## src/rtl/noc_pkg.sv

```systemverilog
// Shared constants, flit layout and state encoding for the NoC local-port injector.
package noc_pkg;

  localparam logic [1:0] DEST_EAST    = 2'b00;
  localparam logic [1:0] DEST_WEST    = 2'b01;
  localparam logic [1:0] DEST_LOCAL   = 2'b10;
  localparam logic [1:0] DEST_ILLEGAL = 2'b11;

  localparam int FLIT_W      = 16;
  localparam int FLIT_VLD    = 0;
  localparam int FLIT_DST_LO = 1;
  localparam int FLIT_DST_HI = 2;
  localparam int FLIT_PLD_LO = 3;
  localparam int PLD_W       = FLIT_W - FLIT_PLD_LO;

  typedef enum logic [1:0] {
    ST_IDLE  = 2'b00,
    ST_ISSUE = 2'b01,
    ST_STALL = 2'b10
  } inj_state_t;

  // Packs a destination and payload into a flit with the valid bit set.
  function automatic logic [FLIT_W-1:0] make_flit(input logic [1:0]       dest,
                                                  input logic [PLD_W-1:0] payload);
    logic [FLIT_W-1:0] f;
    f                          = '0;
    f[FLIT_VLD]                = 1'b1;
    f[FLIT_DST_HI:FLIT_DST_LO] = dest;
    f[FLIT_W-1:FLIT_PLD_LO]    = payload;
    return f;
  endfunction

endpackage

```

## src/rtl/noc_inj_queue.sv

```systemverilog
// Show-ahead synchronous FIFO holding formatted flits awaiting injection.
module noc_inj_queue #(
  parameter int DEPTH = 4,
  parameter int WIDTH = 16
) (
  input  logic             clk,
  input  logic             reset,
  input  logic             push,
  input  logic             pop,
  input  logic [WIDTH-1:0] din,
  output logic [WIDTH-1:0] dout,
  output logic             full,
  output logic             empty
);

  localparam int AW = $clog2(DEPTH);
  localparam logic [AW:0] PTR_ONE = {{AW{1'b0}}, 1'b1};

  logic [WIDTH-1:0] mem [DEPTH];
  logic [AW:0]      wr_ptr;
  logic [AW:0]      rd_ptr;
  logic             do_push;
  logic             do_pop;

  // A push into a full queue is legal only when the head leaves in the same cycle.
  assign do_push = push & (!full | pop);
  assign do_pop  = pop & !empty;

  assign empty = (wr_ptr == rd_ptr);
  assign full  = (wr_ptr[AW] != rd_ptr[AW]) && (wr_ptr[AW-1:0] == rd_ptr[AW-1:0]);
  assign dout  = mem[rd_ptr[AW-1:0]];

  // Pointer update; the extra top bit distinguishes full from empty.
  always_ff @(posedge clk or posedge reset) begin
    if (reset) begin
      wr_ptr <= '0;
      rd_ptr <= '0;
    end else begin
      if (do_push) wr_ptr <= wr_ptr + PTR_ONE;
      if (do_pop)  rd_ptr <= rd_ptr + PTR_ONE;
    end
  end

  // Storage write; contents need no reset because the pointers gate visibility.
  always_ff @(posedge clk) begin
    if (do_push) mem[wr_ptr[AW-1:0]] <= din;
  end

endmodule

```

## src/rtl/noc_local_injector.sv

```systemverilog
// Transmit side of a router Local port: formats tile requests into flits, queues
// them and writes them to the router FIFO while respecting full/almost-full flags.
module noc_local_injector
  import noc_pkg::*;
#(
  parameter int DEPTH = 4,
  parameter int CNT_W = 16
) (
  input  logic              clk,
  input  logic              reset,
  input  logic              req_valid,
  output logic              req_ready,
  input  logic [1:0]        req_dest,
  input  logic [PLD_W-1:0]  req_payload,
  output logic              writeL,
  output logic [FLIT_W-1:0] dataInL,
  input  logic              fullL,
  input  logic              almost_fullL,
  output logic [CNT_W-1:0]  sent_cnt,
  output logic [CNT_W-1:0]  drop_cnt,
  output logic              busy
);

  localparam logic [CNT_W-1:0] CNT_ONE = {{(CNT_W-1){1'b0}}, 1'b1};
  localparam logic [CNT_W-1:0] CNT_MAX = {CNT_W{1'b1}};

  logic              q_full;
  logic              q_empty;
  logic [FLIT_W-1:0] q_dout;
  logic [FLIT_W-1:0] flit;
  logic              accept;
  logic              illegal;
  logic              push;
  logic              can_send;
  inj_state_t        state;
  inj_state_t        next_state;

  assign req_ready = !q_full;
  assign accept    = req_valid & req_ready;
  assign illegal   = (req_dest == DEST_ILLEGAL);
  assign push      = accept & !illegal;
  assign flit      = make_flit(req_dest, req_payload);

  // A write last cycle may have consumed the router's final free slot, so
  // almost-full blocks the next write until the flag catches up.
  assign can_send  = !q_empty & !fullL & !(almost_fullL & writeL);

  assign busy      = (state != ST_IDLE) | writeL;

  noc_inj_queue #(
    .DEPTH (DEPTH),
    .WIDTH (FLIT_W)
  ) u_queue (
    .clk   (clk),
    .reset (reset),
    .push  (push),
    .pop   (can_send),
    .din   (flit),
    .dout  (q_dout),
    .full  (q_full),
    .empty (q_empty)
  );

  // Registered write strobe and data; an idle bus carries all zeros.
  always_ff @(posedge clk or posedge reset) begin
    if (reset) begin
      writeL  <= 1'b0;
      dataInL <= '0;
    end else begin
      writeL  <= can_send;
      dataInL <= can_send ? q_dout : '0;
    end
  end

  // Saturating statistics for flits written and illegal requests discarded.
  always_ff @(posedge clk or posedge reset) begin
    if (reset) begin
      sent_cnt <= '0;
      drop_cnt <= '0;
    end else begin
      if (can_send && sent_cnt != CNT_MAX)             sent_cnt <= sent_cnt + CNT_ONE;
      if (accept && illegal && drop_cnt != CNT_MAX)    drop_cnt <= drop_cnt + CNT_ONE;
    end
  end

  // Injector state register.
  always_ff @(posedge clk or posedge reset) begin
    if (reset) state <= ST_IDLE;
    else       state <= next_state;
  end

  // Next state: idle once nothing is queued or arriving, otherwise issue or stall.
  always_comb begin
    next_state = state;
    if (q_empty && !push) begin
      next_state = ST_IDLE;
    end else begin
      case (state)
        ST_IDLE:  next_state = ST_ISSUE;
        ST_ISSUE: next_state = (can_send || q_empty) ? ST_ISSUE : ST_STALL;
        ST_STALL: next_state = (can_send || q_empty) ? ST_ISSUE : ST_STALL;
        default:  next_state = ST_IDLE;
      endcase
    end
  end

endmodule

```

## config.mk

```make
export PLATFORM = sky130hd
export DESIGN_NAME = noc_local_injector
export DESIGN_NICKNAME = d
export VERILOG_FILES = /design/src/rtl/noc_pkg.sv /design/src/rtl/noc_inj_queue.sv /design/src/rtl/noc_local_injector.sv
export SDC_FILE = /design/constraint.sdc
export NUM_CORES = 1
export LEC_CHECK = 0
export CAP_MARGIN = 25
export CORE_MARGIN = 2
export CORE_UTILIZATION = 49
export DETAILED_ROUTE_END_ITERATION = 10
export GPL_TIMING_DRIVEN = 0
export HOLD_SLACK_MARGIN = 0.06
export PLACE_DENSITY_LB_ADDON = 0.05
export SYNTH_ARGS = -nofsm -noshare
export SYNTH_HDL_FRONTEND = slang
export SYNTH_SLANG_ARGS = --single-unit
```

## constraint.sdc

```tcl
create_clock -name clk -period 1.9 [get_ports clk]
set_input_delay 0.57 -clock clk [delete_from_list [all_inputs] [get_ports clk]]
set_output_delay 0.57 -clock clk [all_outputs]
set_load 0.03 [all_outputs]
```

## After elaboration in Yosys (flattened, before gate mapping)

Memories as Yosys holds them, arrays and structs flattened.
Cells that the tools add are included.
Widths: inputs -> output; s select.

| cells by class | value |
|---|---|
| $add $sub $neg | 4 |
| multipliers | 0 |
| divide/modulo/power cells | 0 |
| magnitude comparators | 0 |
| eq/ne operators | 8 |
| shift-type cells | 0 |
| muxes and demuxes | 6 |
| bitwise operators | 9 |
| reductions and logical operators | 15 |

Operators with widths:

| cell | count |
|---|---|
| $add 16x1->16 const B | 2 |
| $ne 16x16->1 const B | 2 |
| $mux 16 | 1 |
| $and 1x1->1 | 7 |
| $add 3x1->3 const B | 2 |
| $logic_not 1->1 | 6 |
| $logic_and 1x1->1 | 5 |
| $eq 2x2->1 const B | 2 |
| $mux 2 | 2 |
| $pmux 2 s2 | 1 |
| $eq 3x3->1 | 1 |
| $eq 2x1->1 const B | 1 |
| $eq 2x2->1 | 1 |
| $logic_not 2->1 | 1 |
| $mux 1 | 2 |
| $or 1x1->1 | 2 |
| $reduce_bool 2->1 | 1 |
| $reduce_or 2->1 | 1 |
| $logic_or 1x1->1 | 1 |
| $ne 1x1->1 | 1 |

| storage, ports and cells | value |
|---|---|
| flip-flop bits (word level) | 57 |
| bits in latches | 0 |
| memory bits (writable) | 60 |
| bits in read-only memories | 0 |
| bits of input ports | 20 |
| output and inout bits | 51 |
| word-level logic and storage cells | 50 |
| memories | 1 |

Memory list:

| name | words | width | read ports | clocked after Yosys merged registers in | wr ports | RTL line | RTL |
|---|---|---|---|---|---|---|---|
| u_queue.mem | 4 | 15 | 1 | 0 | 1 | noc_inj_queue.sv:19 | `logic [WIDTH-1:0] mem [DEPTH];` |

## Longest topological paths before layout

Gate-level depths: netlist of run 1.

| logic depth | value |
|---|---|
| depth in word-level cells | 8 |
| mapped depth | 7 |
| depth with buffers taken out | 5 |

## By module

A second synthesis of run 1 with hierarchy kept.

| unflattened totals | value |
|---|---|
| cell total of the unflattened synthesis | 329 |
| area, all modules | 5,111.2 µm² |

Modules (own cells, without submodules):

| module | instances | cells an instance | area each (µm²) | sequential area each (µm²) |
|---|---|---|---|---|
| noc_inj_queue | 1 | 120 | 2,775.2 | 2,072.0 |
| noc_local_injector | 1 | 209 | 2,336.0 | 1,276.2 |

## Worst setup path before layout of run 1

No wires, ideal clock.

| timing path | value |
|---|---|
| kind | input-to-reg |
| start point | in req_dest[0] |
| end point | mem u_queue.mem[3][0] in the netlist's numbering, enable pin |
| setup time | 0.374 ns |
| arrival | 1.624 ns |
| required time | 1.526 ns |
| slack | -0.098 ns |
| cell stages on the path | 3 |
| buffers on the path | 0 |
| path through | and2_1 a311oi_2 and2_1 |

| on the way | value |
|---|---|
| cells in the longest elaborated chain, start to end | 6 |

Ends and longest elaborated chain:

| item | RTL line | RTL |
|---|---|---|
| start, declared | noc_local_injector.sv:13 | `input logic [1:0] req_dest,` |
| $eq 2x2->1 | noc_local_injector.sv:40 | `assign illegal = (req_dest == DEST_ILLEGAL);` |
| $logic_not 1->1 | noc_local_injector.sv:41 | `assign push = accept & !illegal;` |
| $and 1x1->1 | noc_local_injector.sv:41 |  |
| $and 1x1->1 | noc_inj_queue.sv:26 | `assign do_push = push & (!full \| pop);` |
| $mux 1 | noc_inj_queue.sv:46 | `if (do_push) mem[wr_ptr[AW-1:0]] <= din;` |
| $mux 1 (implied by the code) | noc_inj_queue.sv:46 |  |
| end, declared | noc_inj_queue.sv:19 |  |

No other way between the ends.

## Worst setup path in the final report of run 1

| timing path | value |
|---|---|
| start point | reg u_queue.rd_ptr[0] |
| end point | out req_ready |

| on the way | value |
|---|---|
| cells in the longest elaborated chain, start to end | 3 |

Ends and longest elaborated chain:

| item | RTL line | RTL |
|---|---|---|
| start, declared | noc_inj_queue.sv:21 | `logic [AW:0] rd_ptr;` |
| start signal, assigned | noc_inj_queue.sv:40 | `if (do_pop) rd_ptr <= rd_ptr + PTR_ONE;` |
| $eq 2x2->1 | noc_inj_queue.sv:30 | `assign full = (wr_ptr[AW] != rd_ptr[AW]) && (wr_ptr[AW-1:0] == rd_ptr[AW-1:0]);` |
| $logic_and 1x1->1 | noc_inj_queue.sv:30 |  |
| $logic_not 1->1 | noc_local_injector.sv:38 | `assign req_ready = !q_full;` |
| end, declared | noc_local_injector.sv:12 | `output logic req_ready,` |

No other way between the ends.

==> results of run 1 <==
==> logic make-up (layout without fill, tap and decap cells) <==
| kind of cell | after synthesis | in the layout | share of synthesized area (%) |
|---|---|---|---|
| flip-flops | 116 | 116 | 65.6 |
| AND/OR/NAND/NOR | 104 | 108 | 13.6 |
| XOR/XNOR | 37 | 37 | 6.94 |
| buffers and inverters | 21 | 140 | 2.23 |
| multiplexers | 20 | 20 | 8.07 |
| adder cells (fa/ha/maj) | 9 | 9 | 2.30 |
| AO/OA/AOI/OAI | 8 | 8 | 1.28 |
==> cells in the mapped netlist, types with 3 or more instances <==
library cell	n
sky130_fd_sc_hd__nor2b_1	15
sky130_fd_sc_hd__inv_1	9
sky130_fd_sc_hd__xor2_1	32
sky130_fd_sc_hd__nor4_1	5
sky130_fd_sc_hd__nor3b_1	3
sky130_fd_sc_hd__and2_1	6
sky130_fd_sc_hd__nand2_1	10
sky130_fd_sc_hd__edfxtp_1	60
sky130_fd_sc_hd__nor2_1	4
sky130_fd_sc_hd__mux2_1	5
sky130_fd_sc_hd__nor3_1	15
sky130_fd_sc_hd__ha_1	9
sky130_fd_sc_hd__nor4_2	6
sky130_fd_sc_hd__dfrtp_1	56
sky130_fd_sc_hd__nand3_1	12
sky130_fd_sc_hd__mux4_2	15
sky130_fd_sc_hd__buf_2	6
sky130_fd_sc_hd__nand2b_1	4
sky130_fd_sc_hd__xnor2_1	3
sky130_fd_sc_hd__nand4_1	11
sky130_fd_sc_hd__and4_1	5
==> what timing repair did <==
action                                  4_1_cts  5_1_grt
gates resized for setup                     137       60
endpoints found under the setup margin      124      111
setup buffers                                 4       13
cloned                                        0        4
hold buffers                                  0        0
pin swaps                                     1       14
==> flip-flops by register name, summed over array words and instances, names as in the netlist <==
name / count
u_queue.mem: 60
dataInL: 16
drop_cnt: 16
sent_cnt: 16
u_queue.rd_ptr: 3
u_queue.wr_ptr: 3
state: 2
==> path summary, 6_finish.rpt <==
path                                 to  slack, ns  cells past startpoint              start
max reg2reg                drop_cnt[10]      -0.04                      7  u_queue.wr_ptr[2]
min reg2reg                 sent_cnt[9]       0.50                      1        sent_cnt[9]
max in group asynchronous    dataInL[0]       0.87                      3              reset
max                           req_ready      -0.19                      4  u_queue.rd_ptr[0]
min in group clk            sent_cnt[9]       0.50                      1        sent_cnt[9]
min                        sent_cnt[14]       0.47                      2              reset
==> power breakdown <==
part	total, uW	switching [uW]	internal [uW]
Combinational	3810	2060	1750
Clock	2940	1090	1850
Sequential	3670	399	3270
==> through the flow <==
stage / hold slack [ns] / cells / util, % / setup WS (ns) / TNS [ns]
final: 0.471 / 571 / 68.9 / -0.188 / -0.381
after global routing: 0.500 / 571 / 68.9 / -0.229 / -2.30
after CTS: 0.472 / 554 / 66.2 / -0.256 / -10.87
after detailed placement: 0.491 / 519 / 59.5 / -0.840 / -60.76
after global placement: 0.489 / 518 / 59.2 / -0.758 / -58.21
after floorplan: 0.493 / 315 / - / 0.0244 / 0
==> metal layers <==
metal	wire (um)	part of all wire, %	GRT usage [%]
met1	4270	44	22.8
met2	5000	52	29.9
met3	345	3.6	5.70
met4	87	0.90	7.24
met5	0	0	0
==> cell type report <==
class | count | area, sq um
Multi-Input combinational cell | 182 | 1810
Sequential cell | 116 | 3220
Fill cell | 731 | 3030
Timing Repair Buffer | 88 | 807
Tap cell | 133 | 166
Buffer | 11 | 106
Clock buffer | 18 | 418
Inverter | 9 | 37.5
Clock inverter | 14 | 138
==> results_tabular.tex, run 1 <==
\begin{tabular}{lr}
\hline
Metric & Value \\
\hline
\multicolumn{2}{l}{\textbf{Placement}} \\
Weighted congestion reported at the end of routability-driven placement & 0.751 \\
Count of input and output buffers & 70 \\
Post-Place Cell Area & 0.00578 sq mm \\
HPWL after DPL & 5800 um \\
\multicolumn{2}{l}{\textbf{Global route}} \\
All-Layer GR Usage & 18.3\% \\
Gr ovfl total & 0 \\
First-pass GRT wire length & 15000 um \\
Maximum number of pins on one net before global-route repair & 34 \\
Initial antenna violation count & 0 \\
Number of global-route vias before repair & 2958 \\
\multicolumn{2}{l}{\textbf{Cells and area}} \\
Most common cell after layout, fill and taps aside & sky130\_fd\_sc\_hd\_\_edfxtp\_1 \\
Post-layout net count & 454 \\
Proportion of layout cells with a drive suffix above 1 & 38.1\% \\
Final design area excluding fillers & 0.00670 sq mm \\
Synthesis-to-finish area growth & 37.2\% \\
Most frequent cells in the layout & sky130\_fd\_sc\_hd\_\_edfxtp\_1 (60), sky130\_fd\_sc\_hd\_\_dfrtp\_1 (44), sky130\_fd\_sc\_hd\_\_xor2\_1 (32) \\
Antenna diode count & 0 \\
\multicolumn{2}{l}{\textbf{STA}} \\
Number of max-slew violations in the final report & 0 \\
Minimum period implied by the final worst setup slack & 2.09 ns \\
RSZ-0062 raised after global routing & true \\
Worst relative slew slack & 60.0\% \\
Post-route worst setup slack & -0.188 ns \\
Setup violators final & 8 \\
Maximum clock rate & 479 MHz \\
Number of hold violations in the final report & 0 \\
Ratio of final minimum period to clock period & 110\% \\
Transition time at the pin with the least slew margin & 0.599 ns \\
Setup clock skew after layout & 0.00858 ns \\
\multicolumn{2}{l}{\textbf{Min path}} \\
Type of the most critical hold path & in2async \\
\multicolumn{2}{l}{\textbf{Floorplan}} \\
Core footprint & 0.00973 sq mm \\
Boundary pin count & 71 \\
Starting density of the core & 50.2\% \\
Area enclosed by the die boundary & 0.0108 sq mm \\
Row Count & 36 \\
Die W & 104 um \\
Die Height & 104 um \\
\multicolumn{2}{l}{\textbf{Synth}} \\
Flops \& latches, synth & 116 \\
Cell variety after synth & 40 \\
Yosys warning total & 0 \\
Dominant cells by area after synthesis & sky130\_fd\_sc\_hd\_\_edfxtp\_1 (37\%), sky130\_fd\_sc\_hd\_\_dfrtp\_1 (29\%), sky130\_fd\_sc\_hd\_\_mux4\_2 (6.9\%) \\
Predominant post-synthesis flop cell & sky130\_fd\_sc\_hd\_\_edfxtp\_1 \\
Post-synth design cell area & 0.00489 sq mm \\
Sequential cell area fraction in the yosys report & 65.6\% \\
Cell count after synthesis & 315 \\
Top cell type by total area after synthesis & sky130\_fd\_sc\_hd\_\_edfxtp\_1 \\
Number of enable flip-flop cells after synthesis & 60 \\
Share of the synthesized area in the top cell type & 36.9\% \\
Post-synth net total & 344 \\
Fraction of registers with async set or reset after synthesis & 48.3\% \\
Mean cell area of the mapped netlist & 15.5 sq um \\
\multicolumn{2}{l}{\textbf{Critical path}} \\
Largest stage delay on the critical path & 0.41 ns \\
Max stage delay cell, worst path & sky130\_fd\_sc\_hd\_\_dfrtp\_1 \\
Kind of launch point of the worst setup path & register \\
Cell type group with the largest total delay on the critical path & flip-flops \\
Signal arrival time at the worst endpoint & 1.52 ns \\
Chain of cells forming the critical path & buf\_12, xnor2\_4, nand3\_2, buf\_6 \\
Maximum net fanout on the critical path & 4 \\
Worst path bufs/invs & 2 \\
Kind of end point of the critical path & output port \\
Required @ worst endpoint & 1.33 ns \\
Critical Setup Path Class & reg2out \\
\multicolumn{2}{l}{\textbf{Drt}} \\
First-iteration detailed-routing DRC count & 138 \\
Remaining design rule violation count & 0 \\
Number of routed nets with antenna violations & 0 \\
First-pass iteration count of the detailed router & 4 \\
Vias per cell & 5.21 \\
Vias post-DR & 2973 \\
Post-detailed-routing wire length & 9700 um \\
Routed len/inst & 17.0 um \\
\multicolumn{2}{l}{\textbf{Power and ir drop}} \\
Power density of the placed cells & 1550 mW/mm\^{}2 \\
Total power & 10400 uW \\
Static leakage & 0.00272 uW \\
Worst vdd ir & 778 uV \\
\multicolumn{2}{l}{\textbf{Clocking}} \\
Root buf cell & sky130\_fd\_sc\_hd\_\_clkbuf\_8 \\
Max Root-Sink Buffers & 2 \\
Total CTS buffers & 17 \\
Number of clock sinks & 116 \\
Clock-pin slew on the worst setup and hold paths & 0.05 ns \\
CTS tree & done \\
H-tree levels & 4 \\
Clock latency at the later pin of the worst-skew pair & 0.51 ns \\
\multicolumn{2}{l}{\textbf{Flow run}} \\
Reported max-cap violation count & 0 \\
\multicolumn{2}{l}{\textbf{Run status}} \\
Failing checks & setup timing \\
Run status & complete, but fails checks \\
\hline
\end{tabular}
(Power assumes the default switching activity.)
==> inputs of run 2 (changes only) <==
CORE_ASPECT_RATIO = 1.4   (was not set)
==> results_tabular.tex, run 2 (synthesis results as in run 1) <==
\begin{tabular}{lr}
\hline
Metric & Value \\
\hline
\multicolumn{2}{l}{\textbf{Run status}} \\
Run status & complete, but fails checks \\
Failing checks & setup timing \\
\multicolumn{2}{l}{\textbf{Cells and area}} \\
Most frequent cells in the layout & sky130\_fd\_sc\_hd\_\_edfxtp\_1 (60), sky130\_fd\_sc\_hd\_\_dfrtp\_1 (53), sky130\_fd\_sc\_hd\_\_dlygate4sd2\_1 (49) \\
Max FFs per register & 60 (unchanged) \\
Post-layout net count & 446 (-1.8\%) \\
Area taken by flip-flops and latches & 0.00321 sq mm (-0.35\%) \\
Most common cell after layout, fill and taps aside & sky130\_fd\_sc\_hd\_\_edfxtp\_1 \\
Fill cell instance count of the final layout & 747 (+2.2\%) \\
Proportion of layout cells with a drive suffix above 1 & 24.7\% (-13 points) \\
Final core occ & 66.9\% (-2.0 points) \\
Synthesis-to-finish area growth & 34.1\% \\
Area taken by multi-input logic gates & 0.00168 sq mm (-7.0\%) \\
Final design area excluding fillers & 0.00655 sq mm (-2.2\%) \\
Antenna diode count & 0 (unchanged) \\
\multicolumn{2}{l}{\textbf{Critical path}} \\
Length in cells of the worst reg-to-reg path & 6 (-1) \\
Signal arrival time at the worst endpoint & 1.47 ns (-0.05 ns) \\
Worst path bufs/invs & 2 (unchanged) \\
Maximum net fanout on the critical path & 9 (+5) \\
Max stage delay cell, worst path & sky130\_fd\_sc\_hd\_\_dfrtp\_1 \\
WP depth & 4 (unchanged) \\
R2R setup slack & -0.03 ns (about the same) \\
Critical Setup Path Class & reg2out \\
Chain of cells forming the critical path & buf\_6, xnor2\_4, nand3\_2, buf\_6 \\
Kind of end point of the critical path & output port \\
Capture instance of the worst register-to-register path & u\_queue.rd\_ptr[1] \\
Kind of launch point of the worst setup path & register \\
Worst flop-to-flop path startpoint & u\_queue.rd\_ptr[0] \\
Required @ worst endpoint & 1.33 ns (about the same) \\
Largest stage delay on the critical path & 0.39 ns (-0.02 ns) \\
Cell repeated most along the worst path & sky130\_fd\_sc\_hd\_\_buf\_6 \\
Cell type group with the largest total delay on the critical path & flip-flops \\
\multicolumn{2}{l}{\textbf{Placement}} \\
Post-Place Cell Area & 0.00579 sq mm (about the same) \\
HPWL after DPL & 6040 um (+4.2\%) \\
Post-Place Setup Slack & -0.807 ns (+0.0329 ns) \\
Count of input and output buffers & 70 (unchanged) \\
Weighted congestion reported at the end of routability-driven placement & 0.778 (+3.6\%) \\
\multicolumn{2}{l}{\textbf{Drt}} \\
Routed len/inst & 16.9 um (-0.70\%) \\
First-pass iteration count of the detailed router & 4 (unchanged) \\
Vias per cell & 5.20 (-0.16\%) \\
Vias post-DR & 2937 (-1.2\%) \\
Number of routed nets with antenna violations & 0 (unchanged) \\
Post-detailed-routing wire length & 9530 um (-1.7\%) \\
First-iteration detailed-routing DRC count & 100 (-28\%) \\
Remaining design rule violation count & 0 (unchanged) \\
\multicolumn{2}{l}{\textbf{STA}} \\
Setup violators final & 2 (-6) \\
Post-Route Hold Slack & 0.508 ns (+0.0377 ns) \\
Number of hold violations in the final report & 0 (unchanged) \\
RSZ-0062 raised after global routing & true \\
Minimum period implied by the final worst setup slack & 2.04 ns (-0.0500 ns) \\
Setup clock skew after layout & 0.00743 ns (-0.00115 ns) \\
Number of max-slew violations in the final report & 0 (unchanged) \\
Worst relative slew slack & 57.2\% (-2.8 points) \\
Transition time at the pin with the least slew margin & 0.642 ns (+0.0425 ns) \\
Ratio of final minimum period to clock period & 107\% (-2.6 points) \\
Maximum clock rate & 491 MHz (+2.5\%) \\
Post-route worst setup slack & -0.138 ns (+0.0500 ns) \\
\multicolumn{2}{l}{\textbf{Flow run}} \\
Reported max-cap violation count & 0 (unchanged) \\
\multicolumn{2}{l}{\textbf{Clocking}} \\
Total CTS buffers & 17 (unchanged) \\
Root buf cell & sky130\_fd\_sc\_hd\_\_clkbuf\_16 \\
Clock latency at the later pin of the worst-skew pair & 0.40 ns (-0.11 ns) \\
Max Root-Sink Buffers & 2 (unchanged) \\
CTS tree & done \\
H-tree levels & 4 (unchanged) \\
Number of clock sinks & 116 (unchanged) \\
Clock-pin slew on the worst setup and hold paths & 0.05 ns (about the same) \\
\multicolumn{2}{l}{\textbf{Power and ir drop}} \\
Cell internal pwr & 7010 uW (+2.0\%) \\
Total power & 10400 uW (+0.29\%) \\
Static leakage & 0.00279 uW (+2.7\%) \\
Switching Share & 32.9\% (-1.2 points) \\
Power density of the placed cells & 1590 mW/mm\^{}2 (+2.6\%) \\
Clk network pwr share & 31.8\% (+3.6 points) \\
Logic gate share of total power & 33.0\% (-3.6 points) \\
Relative contribution of sequential cells to total power & 35.2\% (about the same) \\
Net switching component of the power & 3440 uW (-3.1\%) \\
Worst vdd ir & 828 uV (+6.4\%) \\
\multicolumn{2}{l}{\textbf{Global route}} \\
Gr ovfl total & 0 (unchanged) \\
Number of global-route vias before repair & 2972 (+0.47\%) \\
Initial antenna violation count & 0 (unchanged) \\
Maximum number of pins on one net before global-route repair & 33 (-2.9\%) \\
First-pass GRT wire length & 15000 um (+0.32\%) \\
All-Layer GR Usage & 19.0\% (+0.70 points) \\
\multicolumn{2}{l}{\textbf{Min path}} \\
Destination of the worst hold path & sent\_cnt[9] \\
HP Start & sent\_cnt[9] \\
Type of the most critical hold path & reg2reg \\
Min-Delay Path Depth & 1 \\
\multicolumn{2}{l}{\textbf{Floorplan}} \\
Die W & 88.4 um (-15\%) \\
Starting density of the core & 49.9\% (-0.32 points) \\
Boundary pin count & 71 (unchanged) \\
Area enclosed by the die boundary & 0.0108 sq mm (+0.11\%) \\
Core footprint & 0.00979 sq mm (+0.64\%) \\
Row Count & 43 (+19\%) \\
Die Height & 122 um (+18\%) \\
\hline
\end{tabular}
==> run 2: cell types whose count changed in the layout (fill, tap and decap cells not counted), moves of 3 or more <==
cell	previous run	this run
sky130_fd_sc_hd__and2_4	8	4
sky130_fd_sc_hd__buf_6	7	4
sky130_fd_sc_hd__clkbuf_2	10	3
sky130_fd_sc_hd__clkdlybuf4s15_2	21	0
sky130_fd_sc_hd__clkdlybuf4s50_1	19	15
sky130_fd_sc_hd__dfrtp_1	44	53
sky130_fd_sc_hd__dfrtp_2	12	3
sky130_fd_sc_hd__dlygate4sd2_1	15	49
sky130_fd_sc_hd__nor3_1	7	14
sky130_fd_sc_hd__nor3_2	7	1
sky130_fd_sc_hd__nor4_4	4	0
==> run 2: how the worst max path moves through the flow <==
stage	start	to	slack, ns
floorplan	sent_cnt[4]	sent_cnt[15]	0.02
global placement	req_dest[0]	u_queue.mem[3][8]	-0.79
CTS	u_queue.wr_ptr[2]	req_ready	-0.19
finish	u_queue.rd_ptr[1]	req_ready	-0.14
global route	u_queue.rd_ptr[1]	req_ready	-0.19
detailed placement	req_dest[0]	u_queue.mem[3][8]	-0.81
==> run 2: power groups by stage <==
stage | combinational, uW | clock [uW] | sequential, uW
2_1_floorplan | 1620 | 0 | 4180
4_1_cts | 3260 | 3380 | 3680
6_report | 3450 | 3320 | 3680
5_1_grt | 3740 | 3490 | 3760
3_5_place_dp | 3290 | 0 | 3710
3_3_place_gp | 3230 | 0 | 3680
==> run 2: layout make-up <==
class / instances / area share, %
Sequential cell: 116 / 48.9
Multi-Input combinational cell: 179 / 25.7
Timing Repair Buffer: 83 / 11.2
Clock buffer: 19 / 6.76
Clock inverter: 13 / 2.77
Tap cell: 135 / 2.58
Buffer: 11 / 1.53
Inverter: 9 / 0.573
==> run 2: timing repair <==
action / CTS / global route
setup buffers: 1 / 11
pin swaps: 5 / 7
setup endpoints to repair: 129 / 90
cloned: 0 / 1
hold buffers: 0 / 0
resized for setup: 81 / 20
==> run 2: layer usage <==
metal / vias up / global-route usage, % / share of wire [%] / routed length (um)
li1: 1380 / - / - / -
met1: 1485 / 22.2 / 40 / 3790
met2: 62 / 33.0 / 55 / 5280
met3: 10 / 4.81 / 3.2 / 308
met4: 0 / 7.39 / 1.6 / 151
met5: - / 0 / 0 / 0
==> run 2: stage by stage <==
stage	cells	setup TNS [ns]
after floorplan	315	0
after global placement	520	-62.05
after detailed placement	521	-58.98
after CTS	553	-0.544
after global routing	565	-1.30
final	565	-0.165
==> inputs of run 3 (changes only) <==
GPL_TIMING_DRIVEN = 1   (was 0)
SKIP_LAST_GASP = 1   (was not set)
==> results_tabular.tex, run 3 (synthesis results as in run 1) <==
\begin{tabular}{lr}
\hline
Metric & Value \\
\hline
\multicolumn{2}{l}{\textbf{Placement}} \\
HPWL after DPL & 6430 um (+6.4\%) \\
Weighted congestion reported at the end of routability-driven placement & 0.740 (-4.9\%) \\
Count of input and output buffers & 70 (unchanged) \\
Post-Place Cell Area & 0.00605 sq mm (+4.5\%) \\
\multicolumn{2}{l}{\textbf{Global route}} \\
Initial antenna violation count & 0 (unchanged) \\
Number of global-route vias before repair & 3053 (+2.7\%) \\
All-Layer GR Usage & 19.6\% (+0.67 points) \\
Maximum number of pins on one net before global-route repair & 57 (+73\%) \\
First-pass GRT wire length & 15500 um (+3.4\%) \\
Gr ovfl total & 0 (unchanged) \\
\multicolumn{2}{l}{\textbf{Floorplan}} \\
Area enclosed by the die boundary & 0.0108 sq mm (unchanged) \\
Core footprint & 0.00979 sq mm (unchanged) \\
Starting density of the core & 49.9\% (unchanged) \\
Boundary pin count & 71 (unchanged) \\
Row Count & 43 (unchanged) \\
Die Height & 122 um (unchanged) \\
Die W & 88.4 um (unchanged) \\
\multicolumn{2}{l}{\textbf{STA}} \\
Worst relative slew slack & 68.4\% (+11 points) \\
Setup violators final & 1 (-1) \\
Post-Route Hold Slack & 0.502 ns (-0.00645 ns) \\
Fin Setup TNS & -0.106 ns (+0.0589 ns) \\
Number of hold violations in the final report & 0 (unchanged) \\
Post-route worst setup slack & -0.106 ns (+0.0319 ns) \\
Transition time at the pin with the least slew margin & 0.469 ns (-0.173 ns) \\
Maximum clock rate & 498 MHz (+1.6\%) \\
Setup clock skew after layout & 0.00547 ns (-0.00197 ns) \\
Number of max-slew violations in the final report & 0 (unchanged) \\
RSZ-0062 raised after global routing & true \\
Minimum period implied by the final worst setup slack & 2.01 ns (-0.0319 ns) \\
Ratio of final minimum period to clock period & 106\% (-1.7 points) \\
\multicolumn{2}{l}{\textbf{Drt}} \\
First-pass iteration count of the detailed router & 4 (unchanged) \\
Vias post-DR & 3060 (+4.2\%) \\
Remaining design rule violation count & 0 (unchanged) \\
Vias per cell & 5.18 (-0.40\%) \\
First-iteration detailed-routing DRC count & 140 (+40\%) \\
Routed len/inst & 16.6 um (-1.5\%) \\
Post-detailed-routing wire length & 9820 um (+3.0\%) \\
Number of routed nets with antenna violations & 0 (unchanged) \\
\multicolumn{2}{l}{\textbf{Clocking}} \\
Max Root-Sink Buffers & 2 (unchanged) \\
Root buf cell & sky130\_fd\_sc\_hd\_\_clkbuf\_16 \\
CTS tree & done \\
Total CTS buffers & 17 (unchanged) \\
Clock latency at the later pin of the worst-skew pair & 0.40 ns (about the same) \\
Clock-pin slew on the worst setup and hold paths & 0.06 ns (about the same) \\
Number of clock sinks & 116 (unchanged) \\
Hold-fix buffers, CTS & 0 (unchanged) \\
H-tree levels & 4 (unchanged) \\
\multicolumn{2}{l}{\textbf{Cells and area}} \\
Most frequent cells in the layout & sky130\_fd\_sc\_hd\_\_edfxtp\_1 (60), sky130\_fd\_sc\_hd\_\_dfrtp\_1 (53), sky130\_fd\_sc\_hd\_\_dlygate4sd2\_1 (47) \\
Final design area excluding fillers & 0.00686 sq mm (+4.7\%) \\
Max FFs per register & 60 (unchanged) \\
Fill cell instance count of the final layout & 704 (-5.8\%) \\
Post-layout net count & 472 (+5.8\%) \\
Most common cell after layout, fill and taps aside & sky130\_fd\_sc\_hd\_\_edfxtp\_1 \\
Synthesis-to-finish area growth & 40.4\% \\
Antenna diode count & 0 (unchanged) \\
Proportion of layout cells with a drive suffix above 1 & 28.3\% (+3.6 points) \\
\multicolumn{2}{l}{\textbf{Run status}} \\
Failing checks & setup timing \\
Run status & complete, but fails checks \\
\multicolumn{2}{l}{\textbf{Power and ir drop}} \\
Switching Share & 32.8\% (-0.094 points) \\
Logic gate share of total power & 35.5\% (+2.5 points) \\
Relative contribution of sequential cells to total power & 33.6\% (-1.6 points) \\
Static leakage & 0.00300 uW (+7.4\%) \\
Clk network pwr share & 30.9\% (-0.9 points) \\
Worst vdd ir & 1130 uV (+37\%) \\
Cell internal pwr & 7300 uW (+4.1\%) \\
Power density of the placed cells & 1580 mW/mm\^{}2 (-0.71\%) \\
Net switching component of the power & 3560 uW (+3.7\%) \\
\multicolumn{2}{l}{\textbf{Critical path}} \\
Maximum net fanout on the critical path & 3 (-6) \\
Cell type group with the largest total delay on the critical path & flip-flops \\
Worst path bufs/invs & 1 (-1) \\
Required @ worst endpoint & 1.33 ns (about the same) \\
Kind of end point of the critical path & output port \\
Signal arrival time at the worst endpoint & 1.44 ns (-0.03 ns) \\
Critical Setup Path Class & reg2out \\
Max stage delay cell, worst path & sky130\_fd\_sc\_hd\_\_dfrtp\_1 \\
Chain of cells forming the critical path & xnor2\_2, nand3\_2, buf\_12 \\
Largest stage delay on the critical path & 0.43 ns (+0.04 ns) \\
Kind of launch point of the worst setup path & register \\
\multicolumn{2}{l}{\textbf{Flow run}} \\
Reported max-cap violation count & 0 (unchanged) \\
\multicolumn{2}{l}{\textbf{Min path}} \\
Type of the most critical hold path & reg2reg \\
\hline
\end{tabular}
==> run 3: cell types whose count changed in the layout (fill, tap and decap cells not counted), sizes merged <==
cell | before | now
and2 | 7 | 6
clkdlybuf4s15 | 1 | 2
inv | 10 | 11
dlygate4sd2 | 49 | 47
clkbuf | 25 | 20
clkinv | 5 | 6
buf | 23 | 51
dlymetal6s2s | 0 | 3
==> run 3: timing repair <==
item | in CTS | in global routing
gates cloned | 0 | 2
setup endpoints to repair | 80 | 86
setup buffers | 0 | 11
resized for setup | 53 | 26
hold endpoints to repair | 0 | 0
pin swaps | 0 | 12
==> run 3: through the flow <==
| stage | utilization, % | setup WS [ns] | power, uW | instances |
|---|---|---|---|---|
| floorplan | - | 0.0244 | 5800 | 315 |
| global placement | 61.8 | -0.410 | 7340 | 546 |
| detailed placement | 61.8 | -0.445 | 7380 | 546 |
| CTS | 67.8 | -0.246 | 10600 | 578 |
| global route | 70.1 | -0.178 | 11400 | 591 |
| finish | 70.1 | -0.106 | 10900 | 591 |
==> run 3: layout make-up <==
| type | instances | area [sq um] | area share (%) |
|---|---|---|---|
| clock buffer | 17 | 425 | 6.20 |
| inverter | 9 | 37.5 | 0.547 |
| sequential | 116 | 3210 | 46.7 |
| clock inverter | 15 | 205 | 2.99 |
| tap | 135 | 169 | 2.46 |
| multi-input combinational | 178 | 1670 | 24.3 |
| timing repair buffer | 121 | 1150 | 16.8 |
==> run 3: metal layers <==
metal	global-route usage [%]	wire [um]
met1	24.0	3820
met2	33.3	5530
met3	4.74	334
met4	7.67	136
met5	0	0
==> run 3: path summary, 6_finish.rpt <==
| kind | from | end | slack [ns] | depth (start not counted) |
|---|---|---|---|---|
| hold reg to reg | sent_cnt[9] | sent_cnt[9] | 0.50 | 1 |
| min in group asynchronous | reset | drop_cnt[14] | 0.60 | 3 |
| setup / recovery | u_queue.wr_ptr[1] | req_ready | -0.11 | 3 |
| max in group asynchronous | reset | u_queue.wr_ptr[2] | 1.05 | 3 |
| setup reg to reg | u_queue.wr_ptr[2] | u_queue.mem[3][9] | 0.01 | 6 |
| hold / removal | sent_cnt[9] | sent_cnt[9] | 0.50 | 1 |
==> run 3: power groups by stage <==
stage / Clock [uW] / Combinational (uW) / Sequential (uW)
after floorplan: 0 / 1620 / 4180
after global routing: 3530 / 4160 / 3730
final: 3350 / 3850 / 3650
after detailed placement: 0 / 3680 / 3690
after global placement: 0 / 3660 / 3680
after CTS: 3410 / 3550 / 3660
